$ cat src/rtl/wb_select_stage.sv
`timescale 1ns/1ps
`default_nettype none
// ============================================================================
// Module      : wb_select_stage
// Description : Registered writeback stage. Selects one of NSRC results or
//               load data, holds a load until data returns, drives the
//               register-file write port and counts WAIT stall cycles.
//               Optional build macro WB_LOAD_EXT_EN adds sub-word load
//               extraction (in_ldtype / in_boff).
// Revision    : 1.0 - initial release
// ============================================================================
module wb_select_stage #(
    parameter int DW   = 32,
    parameter int NSRC = 4,
    parameter int SELW = 2,
    parameter int AW   = 5,
    parameter int CNTW = 16
) (
    input  logic                 clk,
    input  logic                 rst_n,
    input  logic                 in_valid,
    output logic                 in_ready,
    input  logic [SELW-1:0]      in_sel,
    input  logic [NSRC*DW-1:0]   in_src,
    input  logic                 in_mem,
    input  logic                 in_we,
    input  logic [AW-1:0]        in_wa,
`ifdef WB_LOAD_EXT_EN
    input  logic [2:0]           in_ldtype,
    input  logic [1:0]           in_boff,
`endif
    input  logic                 mem_valid,
    input  logic [DW-1:0]        mem_data,
    output logic                 rf_we,
    output logic [AW-1:0]        rf_wa,
    output logic [DW-1:0]        rf_wd,
    output logic [CNTW-1:0]      stall_cnt
);

    typedef enum logic [0:0] {
        ST_IDLE = 1'b0,
        ST_WAIT = 1'b1
    } state_t;

    localparam logic [CNTW-1:0] c_cnt_max = '1;

    state_t          r_state;
    logic            r_pend_we;
    logic [AW-1:0]   r_pend_wa;
    logic [DW-1:0]   w_src;
    logic [DW-1:0]   w_mem_now;
    logic [DW-1:0]   w_mem_pend;
    logic            w_accept;

    assign in_ready = (r_state == ST_IDLE);
    assign w_accept = in_valid && in_ready;

    // Out-of-range selects fall through to zero.
    always_comb begin
        w_src = '0;
        for (int k = 0; k < NSRC; k++) begin
            if (in_sel == SELW'(k)) begin
                w_src = in_src[k*DW +: DW];
            end
        end
    end

`ifdef WB_LOAD_EXT_EN
    logic [2:0] r_pend_ldtype;
    logic [1:0] r_pend_boff;

    function automatic logic [DW-1:0] f_load_ext(
        input logic [DW-1:0] d,
        input logic [2:0]    t,
        input logic [1:0]    off
    );
        logic [7:0]  b;
        logic [15:0] h;
        b = d[{off, 3'b000} +: 8];
        h = d[{off[1], 4'b0000} +: 16];
        case (t)
            3'd1:    f_load_ext = {{(DW-8){b[7]}}, b};
            3'd2:    f_load_ext = {{(DW-8){1'b0}}, b};
            3'd3:    f_load_ext = {{(DW-16){h[15]}}, h};
            3'd4:    f_load_ext = {{(DW-16){1'b0}}, h};
            default: f_load_ext = d;
        endcase
    endfunction

    assign w_mem_now  = f_load_ext(mem_data, in_ldtype, in_boff);
    assign w_mem_pend = f_load_ext(mem_data, r_pend_ldtype, r_pend_boff);

    always_ff @(posedge clk or negedge rst_n) begin
        if (!rst_n) begin
            r_pend_ldtype <= '0;
            r_pend_boff   <= '0;
        end else if (w_accept && in_mem && !mem_valid) begin
            r_pend_ldtype <= in_ldtype;
            r_pend_boff   <= in_boff;
        end
    end
`else
    assign w_mem_now  = mem_data;
    assign w_mem_pend = mem_data;
`endif

    always_ff @(posedge clk or negedge rst_n) begin
        if (!rst_n) begin
            r_state   <= ST_IDLE;
            r_pend_we <= 1'b0;
            r_pend_wa <= '0;
            rf_we     <= 1'b0;
            rf_wa     <= '0;
            rf_wd     <= '0;
            stall_cnt <= '0;
        end else begin
            rf_we <= 1'b0;
            case (r_state)
                ST_IDLE: begin
                    if (w_accept) begin
                        if (!in_mem || mem_valid) begin
                            rf_we <= in_we && (in_wa != '0);
                            rf_wa <= in_wa;
                            rf_wd <= in_mem ? w_mem_now : w_src;
                        end else begin
                            r_pend_we <= in_we;
                            r_pend_wa <= in_wa;
                            r_state   <= ST_WAIT;
                        end
                    end
                end
                ST_WAIT: begin
                    if (mem_valid) begin
                        rf_we   <= r_pend_we && (r_pend_wa != '0);
                        rf_wa   <= r_pend_wa;
                        rf_wd   <= w_mem_pend;
                        r_state <= ST_IDLE;
                    end else if (stall_cnt != c_cnt_max) begin
                        stall_cnt <= stall_cnt + 1'b1;
                    end
                end
                default: r_state <= ST_IDLE;
            endcase
        end
    end

endmodule
`default_nettype wire

$ cat config.mk
export PLATFORM = sky130hd
export DESIGN_NAME = wb_select_stage
export DESIGN_NICKNAME = d
export VERILOG_FILES = /design/src/rtl/wb_select_stage.sv
export SDC_FILE = /design/constraint.sdc
export NUM_CORES = 1
export LEC_CHECK = 0
export CORE_MARGIN = 3
export CORE_UTILIZATION = 30
export CTS_CLUSTER_SIZE = 14
export DETAILED_ROUTE_END_ITERATION = 12
export MAX_ROUTING_LAYER = met4
export PLACE_DENSITY = 0.71
export SETUP_SLACK_MARGIN = 0.4
export SYNTH_ARGS = -nofsm -noshare
export SYNTH_HDL_FRONTEND = slang
export SYNTH_SLANG_ARGS = --single-unit
$ cat constraint.sdc
create_clock -name clk -period 1.56 [get_ports clk]
set_input_delay 0.312 -clock clk [delete_from_list [all_inputs] [get_ports clk]]
set_output_delay 0.312 -clock clk [all_outputs]
set_load 0.03 [all_outputs]
Word level (Yosys, flattened, before mapping)
Cells that the tools add are included.
{ "totals": {"reg_bits": 61, "input_bits": 173, "out_inout_bits": 55, "word_cells": 50} }
{ "classes": {"add_sub_neg": 1, "n_eq_ne": 7, "mux": 21, "bitwise": 3, "n_reduce_logical": 11} }
{ "op_table": {"columns": ["cell", "n"], "rows": [
  ["2-to-1 mux 32 bit", 8],
  ["one-hot mux 32 bit (2 select lines)", 1],
  ["adder 16 x 1 -> 16 bit, second input constant", 1],
  ["inequality test 16 bit, second input constant", 1],
  ["2-to-1 mux 5 bit", 3],
  ["one-hot mux 5 bit (2 select lines)", 1],
  ["nonzero test 5 bit", 2],
  ["AND reduction 3 bit", 3],
  ["2-to-1 mux 1 bit", 6],
  ["equality test 2 bit, second input constant", 2],
  ["inequality test 2 x 1 -> 1 bit, second input constant", 2],
  ["one-hot mux 1 bit (2 select lines)", 2],
  ["logical AND 1 bit", 3],
  ["inverter 1 bit", 3],
  ["equality test 2 x 1 -> 1 bit, second input constant", 1],
  ["zero test 2 bit", 1],
  ["inequality test 2 bit, second input constant", 1],
  ["zero test 1 bit", 1],
  ["logical OR 1 bit", 1]
]} }

Depth between registers and ports, before layout
{ "depth": {"depth_word": 9, "ltp_mapped": 6} }

Least setup slack after synthesis
No wires, ideal clock.
{ "synth_timing": {"path_type": "register -> register", "from": "register stall_cnt[10]", "to": "register stall_cnt[15]", "setup_time_ns": 0.138, "arrival_ns": 1.585, "required_time_ns": 1.422, "setup_slack_ns": -0.163, "path_stages_with_launch": 5, "n_path_buf": 0, "period_less_slack_ns": 1.723, "cell_sequence": "dfrtp_1 nand3_2 or4_4 o31ai_2 o31ai_1"} }
{ "synth_between": {"elab_chain_cells": 2, "word_cells_on_any_way": 3, "cone_classes": "add/sub (1); eq/ne (1); reduce/logical (1)"} }
{ "synth_lines": {"columns": ["item", "line_no", "text"], "rows": [
  ["start: declaration", "37", "output logic [CNTW-1:0] stall_cnt"],
  ["start signal: assignment", "139", "stall_cnt <= stall_cnt + 1'b1;"],
  ["branches (longest 2 deep; another with adder 16 x 1 -> 16 bit)", null, null]
]} }
Parallel ways; which one is timed is not known.
A chain may end at the register's enable or synchronous reset.

Final worst setup path
{ "layout_timing": {"from": "register stall_cnt[4]", "to": "register stall_cnt[15]"} }
The elaborated chain is that of the path after synthesis.

==> run summary <==
In the final layout, flip-flops and latches occupy 1550 um2. The number of nets handed over by synthesis was 478. The number of buffers created by CTS is 9, and the clock transition at the registers of the reported paths is 0.06 ns.

The post-placement worst setup slack is -0.337 ns. The worst hold path passes through 2 cells. Measured along the y axis, the die boundary spans 116 um.

STA classifies the critical path startpoint as a flop. The finished cells cover 7890 um2. The endpoint identified for the worst register-to-register timing path is stall_cnt[15]$_DFFE_PN0P_. The share of total power dissipated in the clock network is 27.7%. In this run the power spent charging and discharging nets is 2490 uW. Clock skew on the completed layout was measured at 0.00603 ns. The path type of the worst min-delay path was reg -> reg.

From left edge to right edge, the die measures 116 um. Summing the sequential cell areas from Yosys gives 41.8% of the chip area. Summing all multi-input logic gate instances after layout gives 2380 um2.

Global routing usage summed across all routing layers: 19.4%. The tools report the top-level I/O count as 228. The synthesized design contains 0 enable-type register cells.

Root buffer cell: clkbuf_16. The run gives 0.0494 ns as the minimum setup slack in the final design. For the pin with the worst max-slew slack, the measured transition is 0.549 ns. The initial antenna violation count came out at 0. The tools report the worst flop-to-flop path startpoint as stall_cnt[4]$_DFFE_PN0P_. The tools report the number of inserted filler cells in the final layout as 822. The ratio of total power to cell area is 972 nW/um2. The wire-length estimate of the detail-placed layout is 9880 um. The floorplan has 39 rows. Counting tap cells, the placed design contains a total of 677 instances. The synthesized-area fraction occupied by and/or/nand/nor cells was 12.2%; the maximum level of the CTS H-tree was 3. In this run, the number of DRC markers left after iteration 0 of detailed routing was 198. The share of async-settable or async-resettable flops after synthesis is 100%, and the via total after detailed routing is 3,894.

Summing the areas of all compound-gate instances in the mapped netlist gives 7.91% of the synthesized area. The final cycle utilization of the critical path was 96.8%. The endpoint kind of the worst setup timing path was a flop. Wire length of the first global-routing pass: 19,700 um. The repair_antennas step left the layout with diodes totalling 0.

The global route total overflow was 0. The pin count of the biggest net entering global routing was 62. For this run, the leading register cell type out of synthesis is dfrtp_1. The maximum clock frequency came out at 0.662 GHz. Summed over all instances, the cell type with the most area after synthesis is dfrtp_1.

The count of TritonRoute iterations in the first routing pass came out at 4. TritonCTS built the clock tree. The xor-xnor portion of the synthesized cell area was 2.64%. The number of hold-slack violations in the final timing report came out at 0. The tools report the standby leakage power as 0.00340 uW. The gate count after technology mapping is 304. Data on the critical path arrives at its endpoint at 1.71 ns. The total power is 7680 uW.

The adder-cell share of the synthesized area came out at 0.343%. For this run, design rule violations remaining after detail routing come to 0. In the final routed layout, each cell accounts on average for 19.6 um. In this run switching power makes up 32.4% of total power.

The logs give 3,856 for the number of global-route vias before repair and 0 for the number of endpoints failing setup at the final stage. Design internal power: 5190 uW. The post-route antenna net violation count was 0; the growth of design area from synthesis to finish was 116%.

The worst pin sits at a relative slew slack of 63.3%. The worst hold path terminates at rf_wd[14]$_DFFE_PN0P_. The top cell type by area accounts for 41.8% of the synthesized area. Summing all placed instances gives a cell area of 6370 um2.

Count of buffers inserted at the top-level ports: 227. In this run the most critical hold path is launched from rf_wd[14]$_DFFE_PN0P_. Clock tree synthesis found a total of 61 sinks. The tool flagged a number of max-cap violations equal to 0. The worst-case IR drop observed on VDD is 0.000463 V.

The run gives 1.76 ns as the required time at the worst-slack endpoint. Along the worst path, the maximum fanout reaches 4. The tools report the post-layout net count as 802. The proportion of power drawn by combinational gates was 43.9%. Measured in cells, the most critical reg-to-reg path has a length of 4. Across all register-to-register paths, the minimum setup slack is 0.05 ns. The mux share of post-synthesis cell area came out at 32.0%. For the initial core utilization, the log shows 31.3%. Per report_power, the sequential group accounts for 28.4% of the total. Sorting the synthesized cells by area gives the leading types as dfrtp_1 (42%), mux4_2 (20%), mux2i_1 (10%), o21ai_0 (5.3%), nand2_1 (4.8%). Yosys mapped the design onto 41 distinct sky130hd cell types. Leaving out fill and tap cells, the most frequent cell in the layout is clkdlybuf4s50_1. In this run the cell area of the synthesized design comes to 3650 um2. The clock insertion delay at the later pin of the skew report is 0.33 ns, and the total count of max-transition violations in the final report is 0. Sum of routed wire length over all layers: 15,200 um. The shortest clock period the worst path allows after layout is 1.51 ns.

The flow ran to the end, and the final reports show no timing, DRC or antenna violations. The top cell types in the final layout, fill and taps aside, are clkdlybuf4s50_1 (167), buf_6 (73), buf_4 (68), dfrtp_1 (45), mux4_2 (32). The clock passes through at most 2 buffers. The share of final-layout standard cells stronger than drive strength 1 works out to 47.1%. By startpoint and endpoint, the worst setup path is classified as reg -> reg. The mean area per synthesized cell was 12.0 um2.

The number of synthesis warnings was 0; the number of cells in the finished layout apart from fillers was 776. Routability-driven placement finished with a final weighted congestion of 0.772. By area, the combinational part of the netlist is dominated by multiplexers. After synthesis the netlist holds a flip-flop and latch count of 61. In the routed layout, each cell is associated on average with a via count of 5.02. The die covers 13,500 um2. The region available for standard cell placement spans 11,700 um2.

For this run, the share of the core covered by cells in the final layout is 67.7%. Setup repair after global routing could not meet its margin everywhere.
==> per-stage QoR <==
step	hold WS [ns]	TNS [ns]
2_1_floorplan	0.0164	0
3_3_place_gp	0.347	-11.51
3_5_place_dp	0.349	-12.80
4_1_cts	0.511	0
5_1_grt	0.537	0
6_report	0.502	0
==> worst max path at each step <==
stage	to	from	slack, ns
2_1_floorplan	stall_cnt[15]$_DFFE_PN0P_	stall_cnt[7]$_DFFE_PN0P_	0.02
3_3_place_gp	r_pend_wa[2]$_DFFE_PN0P_	mem_valid	-0.29
3_5_place_dp	r_pend_wa[3]$_DFFE_PN0P_	mem_valid	-0.34
4_1_cts	in_ready	r_state$_DFF_PN0_	0.11
5_1_grt	stall_cnt[15]$_DFFE_PN0P_	stall_cnt[6]$_DFFE_PN0P_	0.007
6_report	stall_cnt[15]$_DFFE_PN0P_	stall_cnt[4]$_DFFE_PN0P_	0.05
==> Yosys cell counts, types with 3 or more instances <==
master     n
xor2_1    11
nand2_1   47
nand4_1    4
mux2_2     7
a21oi_1    3
nand3_2    3
nor2_1     5
clkbuf_1   7
o21ai_0   39
mux2i_1   37
dfrtp_1   61
nor3_1     5
buf_1      3
and3_1     3
buf_4      4
mux4_2    32
buf_2      5
==> area by class of cell <==
cell class / count / share of cell area [%]
inverter: 2 / 0.0951
timing repair buffer: 333 / 43.9
clock inverter: 6 / 1.11
clock buffer: 10 / 2.90
tap: 143 / 2.27
sequential: 61 / 19.6
multi-input combinational: 221 / 30.2
==> repair_timing <==
| action | in CTS | in global routing |
|---|---|---|
| pin swaps | 7 | 18 |
| endpoints found under the hold margin | 2 | 0 |
| hold buffers | 1 | 0 |
| gates resized for setup | 386 | 88 |
| endpoints found under the setup margin | 116 | 115 |
| setup buffers | 39 | 32 |
| cloned | 1 | 10 |
==> power groups by stage <==
stage	clock network, uW	logic [uW]	registers (uW)
detailed placement	0	2480	2170
floorplan	0	773	2630
finish	2130	3370	2180
global route	2250	3560	2210
global placement	0	2440	2150
CTS	2150	2820	2160
==> sequential cells by signal, summed over array words and instances (netlist names) <==
signal / count
r_pend_wa: 5
r_pend_we: 1
r_state: 1
rf_wa: 5
rf_wd: 32
rf_we: 1
stall_cnt: 16
==> routing by layer <==
metal / vias to the layer above / routed length [um] / GRT usage (%)
met5: - / 0 / -
met4: 0 / 235 / 4.87
met3: 19 / 747 / 3.16
met2: 163 / 8330 / 34.1
met1: 1902 / 5890 / 23.2
li1: 1810 / - / -
==> cell families after synthesis <==
group,after synthesis
adder cells (fa/ha/maj),1
multiplexers,76
XOR/XNOR,11
buffers and inverters,22
AND/OR/NAND/NOR,82
AO/OA/AOI/OAI,51
flip-flops,61
==> critical path: stages (launching register included) <==
cell and delay, ns:
dfrtp_2 0.41, nand3_4 0.10, or4_4 0.57, o31ai_4 0.20
o31ai_1 0.10
Note: power is estimated with default switching activity, not from simulation.
